$ cat src/rtl/mem_arb_pkg.sv
// Shared types and widths for the fetch/data RAM arbiter.
// Optional partial-store read-modify-write is enabled with MEM_ARB_RMW_EN.
package mem_arb_pkg;
    localparam int XLEN   = 32;
    localparam int STRB_W = 4;

    typedef enum logic {
        IDLE,
        RMW_WRITE
    } state_t;

    typedef enum logic [1:0] {
        OWN_NONE,
        OWN_FETCH,
        OWN_DATA
    } owner_t;
endpackage

$ cat src/rtl/byte_merge.sv
// Combinational byte-lane merge: strobed lanes take new_word, others keep old_word.
module byte_merge
    import mem_arb_pkg::*;
(
    input  logic [XLEN-1:0]   old_word,
    input  logic [XLEN-1:0]   new_word,
    input  logic [STRB_W-1:0] strb,
    output logic [XLEN-1:0]   merged
);
    for (genvar b = 0; b < STRB_W; b++) begin : g_lane
        assign merged[b*8 +: 8] = strb[b] ? new_word[b*8 +: 8] : old_word[b*8 +: 8];
    end
endmodule

$ cat src/rtl/mem_arbiter.sv
// Single-port RAM arbiter for instruction fetch and load/store with fetch anti-starvation.
// Define MEM_ARB_RMW_EN to build byte/halfword stores as read-modify-write.
module mem_arbiter
    import mem_arb_pkg::*;
#(
    parameter int FETCH_MAX_WAIT = 4
) (
    input  logic              clk,
    input  logic              rst_n,
    input  logic              i_req,
    input  logic [XLEN-1:0]   i_addr,
    output logic              i_gnt,
    output logic              i_rvalid,
    output logic [XLEN-1:0]   i_rdata,
    input  logic              d_req,
    input  logic              d_we,
    input  logic [XLEN-1:0]   d_addr,
    input  logic [XLEN-1:0]   d_wdata,
    input  logic [STRB_W-1:0] d_wstrb,
    output logic              d_gnt,
    output logic              d_rvalid,
    output logic [XLEN-1:0]   d_rdata,
    output logic              ram_we,
    output logic [XLEN-1:0]   ram_addr,
    output logic [XLEN-1:0]   ram_din,
    input  logic [XLEN-1:0]   ram_dout
);
    localparam logic [3:0] MAX_WAIT = 4'(FETCH_MAX_WAIT);

    state_t     state, state_nxt;
    owner_t     owner, owner_nxt;
    logic [3:0] starve_cnt, starve_nxt;
    logic       fetch_win, data_win;

`ifdef MEM_ARB_RMW_EN
    logic [XLEN-1:0]   rmw_addr, rmw_wdata, merged;
    logic [STRB_W-1:0] rmw_strb;

    // ram_dout during RMW_WRITE is the word read back by the granting cycle
    byte_merge u_merge (
        .old_word (ram_dout),
        .new_word (rmw_wdata),
        .strb     (rmw_strb),
        .merged   (merged)
    );

    always_ff @(posedge clk or negedge rst_n) begin
        if (!rst_n) begin
            rmw_addr  <= '0;
            rmw_wdata <= '0;
            rmw_strb  <= '0;
        end else if (state == IDLE && data_win) begin
            rmw_addr  <= d_addr;
            rmw_wdata <= d_wdata;
            rmw_strb  <= d_wstrb;
        end
    end
`endif

    assign fetch_win = i_req && (!d_req || starve_cnt == MAX_WAIT);
    assign data_win  = d_req && !fetch_win;

    always_comb begin
        state_nxt = state;
        owner_nxt = OWN_NONE;
        i_gnt     = 1'b0;
        d_gnt     = 1'b0;
        ram_we    = 1'b0;
        ram_addr  = '0;
        ram_din   = '0;
        case (state)
            IDLE: begin
                if (fetch_win) begin
                    i_gnt     = 1'b1;
                    ram_addr  = i_addr;
                    owner_nxt = OWN_FETCH;
                end else if (data_win) begin
                    d_gnt    = 1'b1;
                    ram_addr = d_addr;
                    ram_din  = d_wdata;
                    if (!d_we) begin
                        owner_nxt = OWN_DATA;
`ifdef MEM_ARB_RMW_EN
                    end else if (d_wstrb == 4'hF) begin
                        ram_we = 1'b1;
                    end else if (d_wstrb != 4'h0) begin
                        state_nxt = RMW_WRITE;  // this cycle is the read half
                    end
`else
                    end else begin
                        ram_we = |d_wstrb;
                    end
`endif
                end
            end
`ifdef MEM_ARB_RMW_EN
            RMW_WRITE: begin
                ram_we    = 1'b1;
                ram_addr  = rmw_addr;
                ram_din   = merged;
                state_nxt = IDLE;
            end
`endif
            default: state_nxt = IDLE;
        endcase
        // reset must kill an in-flight write without waiting for a clock
        if (!rst_n) begin
            i_gnt  = 1'b0;
            d_gnt  = 1'b0;
            ram_we = 1'b0;
        end
    end

    always_comb begin
        if (i_req && !i_gnt)
            starve_nxt = (starve_cnt == MAX_WAIT) ? MAX_WAIT : starve_cnt + 4'd1;
        else
            starve_nxt = 4'd0;
    end

    always_ff @(posedge clk or negedge rst_n) begin
        if (!rst_n) begin
            state      <= IDLE;
            owner      <= OWN_NONE;
            starve_cnt <= 4'd0;
        end else begin
            state      <= state_nxt;
            owner      <= owner_nxt;
            starve_cnt <= starve_nxt;
        end
    end

    assign i_rvalid = (owner == OWN_FETCH);
    assign d_rvalid = (owner == OWN_DATA);
    assign i_rdata  = i_rvalid ? ram_dout : '0;
    assign d_rdata  = d_rvalid ? ram_dout : '0;
endmodule

$ cat config.mk
export PLATFORM = sky130hd
export DESIGN_NAME = mem_arbiter
export DESIGN_NICKNAME = d
export VERILOG_FILES = /design/src/rtl/mem_arb_pkg.sv /design/src/rtl/byte_merge.sv /design/src/rtl/mem_arbiter.sv
export SDC_FILE = /design/constraint.sdc
export NUM_CORES = 1
export LEC_CHECK = 0
export CAP_MARGIN = 25
export CORE_AREA = 2 2 105 107
export CTS_CLUSTER_DIAMETER = 200
export CTS_CLUSTER_SIZE = 24
export DETAILED_ROUTE_END_ITERATION = 7
export DIE_AREA = 0 0 107 109
export GPL_TIMING_DRIVEN = 1
export PLACE_DENSITY_LB_ADDON = 0.25
export SKIP_CTS_REPAIR_TIMING = 1
export SYNTH_ARGS = -nofsm -noshare
export SYNTH_HDL_FRONTEND = slang
export SYNTH_SLANG_ARGS = --single-unit
$ cat constraint.sdc
create_clock -name clk -period 1.7 [get_ports clk]
set_input_delay 0.425 -clock clk [delete_from_list [all_inputs] [get_ports clk]]
set_output_delay 0.425 -clock clk [all_outputs]
set_load 0.1 [all_outputs]
==> summary.txt, run 1 <==
Layout
  – Cell area after layout: 0.00703 mm2
  – Fillers: 784
  – Final Core Density: 0.663
  – Share of cells above drive strength 1: 0.589
  – Area added between synthesis and finish: 328%
  – N_diodes: 0
  – Nets@finish: about 700

Floorplan
  – Site Rows: 38
  – Io pins: 270
  – Die Y: 109 um
  – Initial Util: 0.155
  – Die width: 107 um
  – Die area: 0.0117 mm2
  – Core footprint: around 0.011 mm2

Yosys
  – Count of state elements after synthesis: 6
  – Post-synth EDFFs: 0
  – Sequential-to-total area share from yosys stat: 0.0915
  – Synth Warn #: 0
  – Primary FF master, synth: dfrtp_1
  – Distinct cells, synth: 23
  – Asr flop ratio synth: 1.00
  – Synth Cell Area: 0.00164 mm2
  – Syn Inst Count: 244
  – Syn Area/Cell: between 6 and 7 um2
  – Post-synth net total: roughly 380

Clocking
  – H-tree levels: 1
  – Clock Pin Slew Worst Setup and Hold Paths: 40 ps
  – CTS root buffer: clkbuf_8
  – Number of CTS-inserted buffers: 3
  – Worst skew pair latency: 220 ps
  – TritonCTS clock tree: yes
  – Clk sinks: 6
  – Max clock buf depth: 2

Worst setup path
  – Crit Path Category: reg -> out
  – Worst endpoint data arrival time: 2040 ps
  – Worst setup EP type: output port
  – Crit path launch type: flop
  – Crit-path max FO: 6
  – CP required: 1270 ps

Routing
  – Avg Vias per Cell: 4.05
  – Via count: 2759
  – Final Routed Wirelength: 10.8 mm
  – Detailed Routing Iterations Pass 1: 4
  – Drt initial violations: 68
  – # DRC: 0
  – WL per Instance: 15.9 um
  – Routed Antenna Nets: 0

Power and ir drop
  – Maximum VDD drop: 317 uV
  – Register share of total power: 0.046
  – Clk pwr share: 0.060
  – Cell internal pwr: 1.68 mW
  – Comb power frac: 0.894
  – Leakage: 3.03 nW
  – Pwr dens: roughly 500 mW/mm2
  – Net Sw Frac: 0.526
  – P_sw: 1.87 mW
  – Post-route total power: 3.55 mW

Global route
  – Remaining Overflow, GRT: 0
  – First-pass GRT wire length: about 15 mm
  – Initial antenna violation count: 0
  – Vias in the first global route: 2716
  – Largest net degree at the start of global routing: 34
  – GR Util All Layers: 0.161

STA
  – Final hold vios: 0
  – Final Cycle Share: 1.45
  – Hold_ws: 574 ps
  – Max Slew Vio Count: 0
  – Setup ws final: -767 ps
  – Final setup viols: between 100 and 150
  – Setup_tns: -50950 ps
  – Worst-case clock skew: around 1.9 ps
  – Relative slew margins: 0.794
  – Worst-Margin Slew: 309 ps
  – Fmax: 405 MHz
  – RSZ-0062 raised after global routing: yes
  – Tmin final: 2470 ps

Run status
  – Status: finished, violations left
  – Failing checks: negative setup slack

Place
  – IO Port Bufs: 269
  – Final HPWL DP: between 8 and 9 mm
  – GP Congestion: 0.791
  – DP Area: around 0.0065 mm2

Worst hold path
  – HP Class: in -> async

Job
  – # Max-Cap Violations: 0
[layout make-up]
type                       instances  area, um2  share of cell area
inverter                          36        135              0.0192
clock buffer                       3       41.3             0.00587
sequential                         6        150              0.0214
timing repair buffer             312       4620               0.657
multi-input combinational        185       1910               0.271
tap                              140        175              0.0249
[per-stage QoR]
step	std cells	setup WS, ps
after detailed placement	656	-710
final	682	-767
after global routing	682	-877
after global placement	656	-668
after CTS	659	-814
after floorplan	244	-698
[registers in the layout, summed over array words and instances (netlist names)]
| signal | count |
|---|---|
| starve_cnt | 4 |
| owner | 2 |
[worst max-delay path: stages (launching register included)]
cell	delay, ps
dfrtp_1	380
inv_2	70
ha_4	140
nand3b_1	160
a21boi_4	210
buf_12	140
buf_8	100
buf_12	140
mux2i_4	250
buf_12	200
[power groups by stage]
stage	clock (mW)	sequential, mW	combinational (mW)
global route	0.233	0.164	3.27
floorplan	0	0.162	1.78
detailed placement	0	0.162	3.02
CTS	0.220	0.160	3.02
finish	0.212	0.162	3.17
global placement	0	0.161	2.99
[placed cells by master, fill, tap and decap left out, drive strengths merged, types with 4 or more instances in the layout]
master,Yosys,layout
and2,98,98
buf,8,168
clkbuf,9,11
clkdlybuf4s50,0,135
dfrtp,6,6
inv,36,36
mux2i,33,33
nand2,33,33
nor2,4,4
nor2b,4,4
[routing by layer]
| metal | part of all wire | track usage | wire, um |
|---|---|---|---|
| met5 | 0 | 0 | 0 |
| met4 | 0.0087 | 0.0241 | 94 |
| met3 | 0.096 | 0.0454 | 1040 |
| met2 | 0.56 | 0.318 | 6040 |
| met1 | 0.34 | 0.172 | 3670 |
[Yosys cell counts, types with 2 or more instances]
cell       n  area [um2]
dfrtp_1    6         150
and2_1    98         613
nor2b_1    4        25.0
mux2i_1   33         330
nand2_1   33         124
inv_1     36         135
clkbuf_1   9        33.8
buf_8      2        30.0
nor3_1     2        10.0
buf_6      4        45.0
nor2_1     4        15.0
ha_1       2        25.0
[logic make-up after synthesis]
family | Yosys count | synth area share
and+or+nand+nor | 146 | 0.503
buffers and inverters | 53 | 0.164
muxes | 33 | 0.201
DFF | 6 | 0.0915
AOI/OAI and AO/OA | 4 | 0.0252
adders and majority gates | 2 | 0.0152
[final timing paths]
check / startpoint / end / slack, ps / cells after the start
setup reg to reg: starve_cnt[0]$_DFF_PN0_ / owner[1]$_DFF_PN0_ / -30 / 10
hold reg to reg: starve_cnt[0]$_DFF_PN0_ / starve_cnt[0]$_DFF_PN0_ / 580 / 2
setup / recovery: starve_cnt[0]$_DFF_PN0_ / ram_addr[9] / -770 / 9
max in group asynchronous: rst_n / starve_cnt[3]$_DFF_PN0_ / 910 / 3
min in group clk: starve_cnt[0]$_DFF_PN0_ / starve_cnt[0]$_DFF_PN0_ / 580 / 2
hold / removal: rst_n / owner[0]$_DFF_PN0_ / 570 / 2
(Power assumes the default switching activity.)
==> run 2: changes to the inputs <==
--- a/config.mk
+++ b/config.mk
@@ -11,6 +11,7 @@
 export CTS_CLUSTER_SIZE = 24
 export DETAILED_ROUTE_END_ITERATION = 7
 export DIE_AREA = 0 0 107 109
+export GPL_ROUTABILITY_DRIVEN = 0
 export GPL_TIMING_DRIVEN = 1
 export PLACE_DENSITY_LB_ADDON = 0.25
 export SKIP_CTS_REPAIR_TIMING = 1
==> results of run 2 <==
The final DEF is identical to that of run 1; final timing and power are the same.
